===== config.mk =====
export PLATFORM = sky130hd
export DESIGN_NAME = pulse_req_arb
export DESIGN_NICKNAME = d
export VERILOG_FILES = /design/src/rtl/pulse_req_arb.sv
export SDC_FILE = /design/constraint.sdc
export NUM_CORES = 1
export LEC_CHECK = 0
export CORE_UTILIZATION = 48
export DETAILED_ROUTE_END_ITERATION = 8
export PLACE_DENSITY = 0.75
export SETUP_SLACK_MARGIN = 0.3
export SYNTH_ARGS = -nofsm -noshare
export SYNTH_HDL_FRONTEND = slang
export SYNTH_SLANG_ARGS = --single-unit

===== constraint.sdc =====
create_clock -name clk -period 1.69 [get_ports clk]
set_input_delay 0.338 -clock clk [delete_from_list [all_inputs] [get_ports clk]]
set_output_delay 0.338 -clock clk [all_outputs]
set_load 0.005 [all_outputs]

===== src/rtl/pulse_req_arb.sv =====
// Round-robin arbiter that turns level-request rising edges into single
// launches of a shared resource, with completion ack, WAIT timeout and lost-edge detection.
module pulse_req_arb #(
  parameter int NREQ    = 4,
  parameter int TIMEOUT = 16
) (
  input  logic            clk,
  input  logic            rst,
  input  logic [NREQ-1:0] req_in,
  input  logic            res_done,
  output logic [NREQ-1:0] grant,
  output logic            start,
  output logic [NREQ-1:0] ack,
  output logic            timeout,
  output logic            overrun
);

  localparam int IW = (NREQ > 1) ? $clog2(NREQ) : 1;
  localparam logic [IW-1:0]   LAST_RST = IW'(NREQ - 1);
  localparam logic [7:0]      TMAX     = 8'(TIMEOUT - 1);
  localparam logic [NREQ-1:0] ONE      = {{(NREQ-1){1'b0}}, 1'b1};
  localparam logic [NREQ-1:0] ZERO     = {NREQ{1'b0}};

  typedef enum logic [1:0] {
    S_IDLE    = 2'd0,
    S_START   = 2'd1,
    S_WAIT    = 2'd2,
    S_RELEASE = 2'd3
  } state_e;

  state_e          state_q, state_d;
  logic [NREQ-1:0] req_q;
  logic [NREQ-1:0] pending_q, pending_d;
  logic [IW-1:0]   last_q, last_d;
  logic [7:0]      timer_q, timer_d;
  logic [NREQ-1:0] grant_q, grant_d;
  logic            start_q, start_d;
  logic [NREQ-1:0] ack_q, ack_d;
  logic            timeout_q, timeout_d;
  logic            overrun_q, overrun_d;

  logic [NREQ-1:0] rise_s;
  logic [NREQ-1:0] clr_s;
  logic [IW-1:0]   rr_idx_s;
  logic [IW-1:0]   win_s;
  logic            found_s;

  function automatic logic [NREQ-1:0] onehot(input logic [IW-1:0] idx);
    onehot = ONE << idx;
  endfunction

  // State, request history, pending set and registered outputs
  always_ff @(posedge clk) begin
    if (rst) begin
      state_q   <= S_IDLE;
      req_q     <= ZERO;
      pending_q <= ZERO;
      last_q    <= LAST_RST;
      timer_q   <= 8'd0;
      grant_q   <= ZERO;
      start_q   <= 1'b0;
      ack_q     <= ZERO;
      timeout_q <= 1'b0;
      overrun_q <= 1'b0;
    end else begin
      state_q   <= state_d;
      req_q     <= req_in;
      pending_q <= pending_d;
      last_q    <= last_d;
      timer_q   <= timer_d;
      grant_q   <= grant_d;
      start_q   <= start_d;
      ack_q     <= ack_d;
      timeout_q <= timeout_d;
      overrun_q <= overrun_d;
    end
  end

  // Round-robin search starting one past the previous winner
  always_comb begin
    found_s  = 1'b0;
    win_s    = last_q;
    rr_idx_s = last_q;
    for (int k = 1; k <= NREQ; k++) begin
      rr_idx_s = IW'((int'(last_q) + k) % NREQ);
      win_s    = (!found_s && pending_q[rr_idx_s]) ? rr_idx_s : win_s;
      found_s  = found_s | pending_q[rr_idx_s];
    end
  end

  // Edge capture: a new rise beats the clear of the same bit
  always_comb begin
    rise_s    = req_in & ~req_q;
    clr_s     = (state_q == S_IDLE && found_s) ? onehot(win_s) : ZERO;
    pending_d = (pending_q & ~clr_s) | rise_s;
    overrun_d = |(rise_s & pending_q & ~clr_s);
  end

  // Next-state logic
  always_comb begin
    state_d = state_q;
    last_d  = last_q;
    timer_d = timer_q;
    case (state_q)
      S_IDLE: begin
        if (found_s) begin
          state_d = S_START;
          last_d  = win_s;
        end else begin
          state_d = S_IDLE;
        end
      end
      S_START: begin
        timer_d = 8'd0;
        state_d = S_WAIT;
      end
      S_WAIT: begin
        if (res_done || timer_q == TMAX) begin
          state_d = S_RELEASE;
        end else begin
          timer_d = timer_q + 8'd1;
        end
      end
      S_RELEASE: state_d = S_IDLE;
      default:   state_d = S_IDLE;
    endcase
  end

  // Output decode, one cycle ahead of the registers
  always_comb begin
    grant_d   = (state_d == S_START || state_d == S_WAIT) ? onehot(last_d) : ZERO;
    start_d   = (state_d == S_START);
    ack_d     = (state_q == S_WAIT && res_done) ? onehot(last_q) : ZERO;
    timeout_d = (state_q == S_WAIT) && !res_done && (timer_q == TMAX);
  end

  assign grant   = grant_q;
  assign start   = start_q;
  assign ack     = ack_q;
  assign timeout = timeout_q;
  assign overrun = overrun_q;

endmodule

Word level (Yosys, flattened, before mapping) --
Cells that the tools add are included.
Storage, ports and cells: bits in registers 31, bits in latches 0, memory bits (writable) 0, memory bits (read-only) 0, output and inout bits 11, logic and storage cells 80, memories 0
Operators by class: add/subtract/negate cells 5, multipliers 0, div/mod/pow operators 0, magnitude comparators 4, equal/unequal tests 7, shift operators 3, mux-type cells 20, bitwise logic cells 12, reductions and logical operators 19
Operators by type and width (number):
- $and A4 B4 Y4 | 4
- $pmux W8 S2 | 1
- $mux W2 | 7
- $lt A2 B3 Y1 const B | 4
- $shl A1 B2 Y4 const A | 3
- $add A8 B1 Y8 const B | 1
- $bmux W1 S2 | 4
- $eq A8 B4 Y1 const B | 1
- $mux W8 | 1
- $not A4 Y4 | 2
- $pmux W2 S4 | 1
- $logic_and A1 B1 Y1 | 7
- $eq A2 B2 Y1 const B | 3
- $mux W1 | 5
- $add A2 B1 Y2 const B | 2
- $add A2 B2 Y2 const B | 2
- $eq A2 B1 Y1 const B | 2
- $logic_not A1 Y1 | 4
- $mux W4 | 1
- $or A4 B4 Y4 | 1
- $reduce_or A2 Y1 | 2
- $reduce_or A4 Y1 | 1
- $or A1 B1 Y1 | 3
- $logic_not A2 Y1 | 1
- other kinds (5) | 7

Depth between registers and ports, before layout --
depth after elaboration 13, gate-level depth with buffers 8, gate-level depth less buffers 8

Least setup slack after synthesis --
No wires, ideal clock.
kind reg-to-reg, start reg timer_q[4], end reg grant_q[0], in the netlist grant[0], setup time 0.096 ns, arrival 1.751 ns, path slack -0.157 ns, cell stages (with the launch flop) 7, path through dfxtp_1 -> or4_4 -> nor2_1 -> o31ai_1 -> mux2i_1 -> ha_1 -> nor4b_1
On the way: longest elaborated chain between the ends 8
Ends and longest elaborated chain:
- start: declaration | RTL line 35 | logic [7:0] timer_q, timer_d;
- start signal: assignment | RTL line 70 | timer_q <= timer_d;
- $eq A8 B4 Y1 * | RTL line 118 | if (res_done || timer_q == TMAX) begin
- $logic_or A1 B1 Y1 * | RTL line 118
- $mux W2 * | RTL line 118
- $pmux W2 S4 * | RTL line 104 | case (state_q)
- named net state_d[0] | RTL line 31 | state_e state_q, state_d;
- $eq A2 B1 Y1 or $eq A2 B2 Y1 (tied branches) | RTL line 131 | grant_d = (state_d == S_START || state_d == S_WAIT) ? onehot(last_d) : ZERO;
- $logic_or A1 B1 Y1 * | RTL line 131
- $not A1 Y1 (no line) *
- $reduce_or A2 Y1 (no line) *
- end signal: assignment | RTL line 71 | grant_q <= grant_d;
- end: declaration | RTL line 36 | logic [NREQ-1:0] grant_q, grant_d;
Mark *: on every way through the listed nets, which the timed path passes. The rest lies on a longest branch. A chain may end at the register's enable or synchronous reset.

Worst setup path in the final report --
start reg timer_q[7], end reg grant_q[3], in the netlist grant[3]
Same word-level chain as after synthesis.

==> results.tsv <==
metric	value	unit
clock_skew	4.27	ps
grt_max_degree	13	
power.density	1140	nW/um2
setup_viol	12	
yosysSeqAreaShare	43.9	%
fin_crit	1920	ps
clk_pin_slew	90	ps
path_cells	or4_4, nor2_4, o31ai_2, mux2i_1, ha_1, nor2_2, and3b_1	
die_height	56.3	um
die-area	3170	um2
numCtsBuffers	5	
min_path_type	reg2reg	
synth_area_leaders	dfxtp_1, ha_1, nor2b_1	
holdWs	478	ps
gp_congestion	0.910	
holdCritStartpoint	timer_q[1]	
vdd_drop_max	776	uV
grt_pass1_vias	1234	
register_area	636	um2
drtAntennaViolNets	0	
antenna_found_initial	0	
drive_above_1_share	32.2	%
hold_depth	2	
ys_ff_latch	31	
die-width	56.3	um
rr_startpoint	timer_q[7]	
path_class	reg2reg	
cp_max_fo	3	
arrival	2200	ps
max_stage_delay	550	ps
drt_iter0_drc	22	
postSynthAreaPerCell	9.30	um2
ys_async_sr_fraction	0	%
rsz0062_at_grt	true	
r2r-end	grant[3]	
synth_cell_types	40	
maxCapViolations	0	
drt-total-wl	3160	um
hold_end	timer_q[1]	
synth_top_area_cell	dfxtp_1	
synth_nets	165	
cts_buffer_depth	2	
clockRootBuffer	clkbuf_4	
coreArea	2780	um2
viasPerCell	5.44	
syn-instance-count	152	
period_share	113	%
violations	negative setup slack	
diodes	0	
fill_cells	214	
critical_path.slowest_cell	or4_4	
overflow	0	
slew_viol_final	0	
synth_area	1410	um2
critical_path_required	1970	ps
initial_utilization	50.8	%
status	complete, but fails checks	
hpwl	2190	um
max_clock_freq	0.522	GHz
wire_per_inst	13.7	um
globalRouteTotalUtil	22.1	%
vias	1251	
fin_nets	211	
ios	18	
setup_ws	-227	ps
multi_input_area	833	um2
first_pass_iters	4	
final_util	70.5	%
synth_edf_count	0	
r2r_setup_slack	-230	ps
end_kind	register	
area_growth	38.8	%
cts_sinks	31	
yosys_warnings	0	
cts_tree	built	
clock_latency	330	ps
synth_top_area_share	43.9	%
synth_common_cells	dfxtp_1, nor2_1, nor2b_1	
finalHoldViolations	0	
yosysMostFrequentCell	dfxtp_1	
htreeDepth	2	
hold_buffers	0	
r2r_cells	7	
relSlewSlack	78.0	%
drcViolationCount	0	
post-route-cell-area	1960	um2
port_buffers	17	
startpoint_type	register	
grt_pass1_wl	5270	um
p_leak	0.843	nW
row_count	19	
place_area	1750	um2
worst_pin_slew	328	ps
synth_ff_type	dfxtp_1	
setup_tns	-2110	ps
[layer usage]
layer	track usage (%)	up-vias	share of wire [%]
met4	13.2	0	2.2
met3	7.14	7	4.2
met2	34.4	26	46
li1	-	626	-
met5	0	-	0
met1	26.5	592	47
[logic make-up (layout without fill, tap and decap cells)]
family | after synthesis | in the layout | share of synthesized area, %
buffers and inverters | 9 | 56 | 3.19
muxes | 2 | 2 | 1.42
AOI/OAI and AO/OA | 29 | 29 | 15.0
adders and majority gates | 6 | 6 | 5.31
and+or+nand+nor | 72 | 72 | 29.4
xor gates and xnor gates | 3 | 3 | 1.86
DFF | 31 | 31 | 43.9
[critical path: cells and delay by family, from the launching register on]
kind                       cells  cell delay [ps]
adders and majority gates      1              320
AOI/OAI and AO/OA              1               60
muxes                          1              220
and+or+nand+nor                4              930
DFF                            1              330
[sequential cells by signal, summed over array words and instances, names as in the netlist]
name       flops
pending_q      4
last_q         2
grant          4
timeout        1
timer_q        8
overrun        1
ack            4
start          1
state_q        2
req_q          4
[report_power, final]
part | internal, W | switching, W
Combinational | 0.000424 | 0.000420
Sequential | 0.000828 | 0.0000695
Clock | 0.000244 | 0.000246
Total | 0.00150 | 0.000736
[metrics by stage]
step                setup WS, ps  total power [W]  std cells
finish                      -227          0.00223        230
global route                -283          0.00236        230
CTS                         -212          0.00214        225
detailed placement          -239          0.00160        214
global placement            -151          0.00156        214
floorplan                   -105          0.00137        152
[final cells by class]
class                      count  area share (%)
sequential                    31            32.4
timing repair buffer          43            18.7
clock buffer                   8            3.51
inverter                       5           0.957
multi-input combinational    112            42.5
tap                           31            1.98
[cells in the final DEF (no fill, tap or decap), types with 2 or more instances in the layout]
master | synthesis | final
buf_6 | 1 | 4
nand3b_1 | 5 | 5
dlygate4sd2_1 | 0 | 11
dfxtp_4 | 0 | 3
clkdlybuf4s50_1 | 0 | 6
nor2_1 | 15 | 13
nand2_1 | 9 | 9
nor4_2 | 0 | 2
nand3_1 | 3 | 2
a21oi_1 | 10 | 9
clkbuf_8 | 0 | 2
buf_4 | 1 | 22
nand4_1 | 2 | 2
xnor2_1 | 3 | 3
o21ai_4 | 1 | 2
nand2b_1 | 7 | 6
a21o_1 | 2 | 2
a21oi_2 | 2 | 3
o21ai_1 | 4 | 2
clkbuf_4 | 0 | 5
dfxtp_2 | 0 | 3
o31a_1 | 2 | 2
and2_4 | 0 | 2
and3_1 | 5 | 5
inv_1 | 5 | 5
ha_1 | 6 | 5
and2_1 | 3 | 2
nor2b_1 | 11 | 9
nor2b_2 | 0 | 2
dfxtp_1 | 31 | 25
[how the worst max path moves through the flow]
stage / startpoint / end / slack [ps]
2_1_floorplan: timer_q[7] / grant[0] / -100
6_report: timer_q[7] / grant[3] / -230
5_1_grt: timer_q[7] / grant[3] / -280
3_5_place_dp: timer_q[7] / grant[0] / -240
4_1_cts: timer_q[7] / grant[3] / -210
3_3_place_gp: res_done / grant[0] / -150
[repair_timing]
item,in CTS,in global routing
buffers inserted,3,5
resized for setup,28,11
pin swaps,9,11
setup endpoints to repair,29,21
Note: power is estimated with default switching activity, not from simulation.
==> RTL edit (same flow settings) <==
The 4 states of `state_e` get a one-hot encoding in 4 bits.
--- a/src/rtl/pulse_req_arb.sv
+++ b/src/rtl/pulse_req_arb.sv
@@ -21,11 +21,11 @@
   localparam logic [NREQ-1:0] ONE      = {{(NREQ-1){1'b0}}, 1'b1};
   localparam logic [NREQ-1:0] ZERO     = {NREQ{1'b0}};
 
-  typedef enum logic [1:0] {
-    S_IDLE    = 2'd0,
-    S_START   = 2'd1,
-    S_WAIT    = 2'd2,
-    S_RELEASE = 2'd3
+  typedef enum logic [3:0] {
+    S_IDLE    = 4'b0001,
+    S_START   = 4'b0010,
+    S_WAIT    = 4'b0100,
+    S_RELEASE = 4'b1000
   } state_e;
 
   state_e          state_q, state_d;
Function: same outputs for any inputs over 10 cycles, from zero or initial values and one cycle with rst high; not proved beyond that.
==> RTL edit against the original RTL <==
Area after synthesis rose by 0.53%; setup slack improved by 0.24 ns; synthesized cell count fell by 2.0%; total power fell by 8.3%; combinational power fell by 17%; sequential cell count rose by 2; wire length rose by 17%; cell area rose by 5.9%; critical endpoint is now overrun; highest routed layer unchanged.
==> RTL edit: results (changes against the original RTL) <==
<table>
<tr><th>Metric</th><th>Value</th></tr>
<tr><th colspan="2">Global routing</th></tr>
<tr><td>Largest net degree at the start of global routing</td><td>20 (+7)</td></tr>
<tr><td>GRT Overall Usage</td><td>22.9% (+0.85 points)</td></tr>
<tr><td>Via count of the first global-routing pass</td><td>1253 (+1.5%)</td></tr>
<tr><th colspan="2">Finish</th></tr>
<tr><td>Filler cell count in the final layout</td><td>187 (-13%)</td></tr>
<tr><td>Layout net count</td><td>209 (-0.95%)</td></tr>
<tr><td>Fin cells</td><td>233 (+1.3%)</td></tr>
<tr><th colspan="2">Timing</th></tr>
<tr><td>Worst hold margin</td><td>0.507 ns (+0.0295 ns)</td></tr>
<tr><td>Clock Skew</td><td>0.0230 ns (+0.0187 ns)</td></tr>
<tr><td>Max-Slew Margin vs Limit</td><td>74.4% (-3.6 points)</td></tr>
<tr><th colspan="2">Yosys</th></tr>
<tr><td>Number of distinct library cells after synthesis</td><td>43 (+7.5%)</td></tr>
<tr><td>Syn Nets</td><td>157 (-4.8%)</td></tr>
<tr><td>Leading post-synthesis cells by instance count</td><td>dfxtp_1, nor2_1, nor2b_1</td></tr>
<tr><td>Share of the yosys chip area belonging to registers</td><td>46.5% (+2.6 points)</td></tr>
<tr><td>Average cell area after synthesis</td><td>9.54 um2 (+2.6%)</td></tr>
<tr><td>Most area-consuming cells after synthesis</td><td>dfxtp_1, nor2_1, xor2_1</td></tr>
<tr><th colspan="2">Clock tree</th></tr>
<tr><td>Clock Pin Slew Worst Setup and Hold Paths</td><td>0.13 ns (+0.04 ns)</td></tr>
<tr><th colspan="2">Route</th></tr>
<tr><td>Count of vias placed by the detailed router</td><td>1333 (+6.6%)</td></tr>
<tr><td>Number of DRC violations after detailed-routing iteration 0</td><td>45 (+100%)</td></tr>
<tr><td>Total wire length</td><td>3.69 mm (+17%)</td></tr>
<tr><th colspan="2">Power</th></tr>
<tr><td>Largest vdd supply drop</td><td>0.894 mV (+15%)</td></tr>
<tr><td>Static leakage power</td><td>0.000886 uW (+5.1%)</td></tr>
<tr><th colspan="2">Setup path</th></tr>
<tr><td>R2r setup slk</td><td>0.009 ns (+0.24 ns)</td></tr>
<tr><td>Crit Path Max Fanout</td><td>4 (+1)</td></tr>
<tr><td>Critical Path AT</td><td>1.92 ns (-0.28 ns)</td></tr>
<tr><th colspan="2">Run status</th></tr>
<tr><td>Run status</td><td>finished, final reports clean</td></tr>
<tr><th colspan="2">Min path</th></tr>
<tr><td>Classification of the worst-slack hold path</td><td>flip-flop to flip-flop</td></tr>
<tr><th colspan="2">Placed design</th></tr>
<tr><td>Routability Congestion</td><td>0.773 (-15%)</td></tr>
</table>
-- RTL edit: cell types whose count changed after synthesis, moves of 4 or more --
cell / unedited run / this run
nor2_1: 15 / 21
nand2b_1: 7 / 3
a21oi_1: 10 / 5
ha_1: 6 / 1
o211ai_1: 0 / 5
xor2_1: 0 / 6
nor3_1: 1 / 6
-- RTL edit: area by class of cell --
class                      instances  area, um2  area share [%]
timing repair buffer              50        443            21.3
tap                               31       38.8            1.87
multi-input combinational        106        838            40.3
inverter                           5       18.8           0.903
clock buffer                       5       37.5            1.81
clock inverter                     3       17.5           0.843
sequential                        33        684            32.9
-- RTL edit: power breakdown --
| group | total [uW] | switching [uW] | internal, uW | leakage, uW |
|---|---|---|---|---|
| clock network | 445 | 288 | 157 | 0.0000310 |
| logic | 704 | 314 | 391 | 0.000581 |
| registers | 897 | 58.8 | 839 | 0.000274 |
-- RTL edit: worst paths after layout --
kind,from,to,cells after the start
setup / recovery,pending_q[0],overrun,6
hold / removal,req_q[2],pending_q[2],2
setup reg to reg,pending_q[0],overrun,6
hold reg to reg,req_q[2],pending_q[2],2
-- RTL edit: cells by family (layout without fill, tap and decap cells) --
kind of cell / count (synthesis) / after routing / share of synthesized area [%]
AND/OR/NAND/NOR: 66 / 66 / 26.5
flip-flops: 33 / 33 / 46.5
AO/OA/AOI/OAI: 29 / 29 / 15.6
buffers and inverters: 10 / 63 / 4.05
XOR/XNOR: 6 / 6 / 3.70
multiplexers: 4 / 4 / 2.82
adder cells (fa/ha/maj): 1 / 1 / 0.880
-- RTL edit: what timing repair did --
item	CTS	global route
buffers inserted	11	7
pin swaps	12	20
gates resized for setup	33	17
endpoints found under the hold margin	0	0
setup endpoints to repair	34	20
-- RTL edit: worst max-delay path, cell delays in order (launching register included) --
cell and delay, ns:
dfxtp_4 0.38, nor2_2 0.21, a222oi_1 0.14, buf_4 0.17
or3b_4 0.38, a31oi_1 0.19, o22ai_1 0.11
-- RTL edit: per-layer routing --
metal | vias up | GRT usage [%] | share of wire (%)
met1 | 628 | 26.4 | 41
met3 | 16 | 4.61 | 5.1
met4 | 0 | 13.9 | 3.9
met2 | 53 | 38.9 | 50
met5 | - | 0 | 0
li1 | 636 | - | -
-- RTL edit: per-stage QoR --
stage / utilization (%) / worst slack [ns] / cell area, um2
final: 74.7 / 0.00911 / 2080
after global routing: 74.7 / -0.0634 / 2080
after CTS: 71.0 / 0.0810 / 1970
after detailed placement: 63.1 / -0.139 / 1750
after global placement: 63.1 / -0.0973 / 1750
after floorplan: - / 0.0165 / 1460
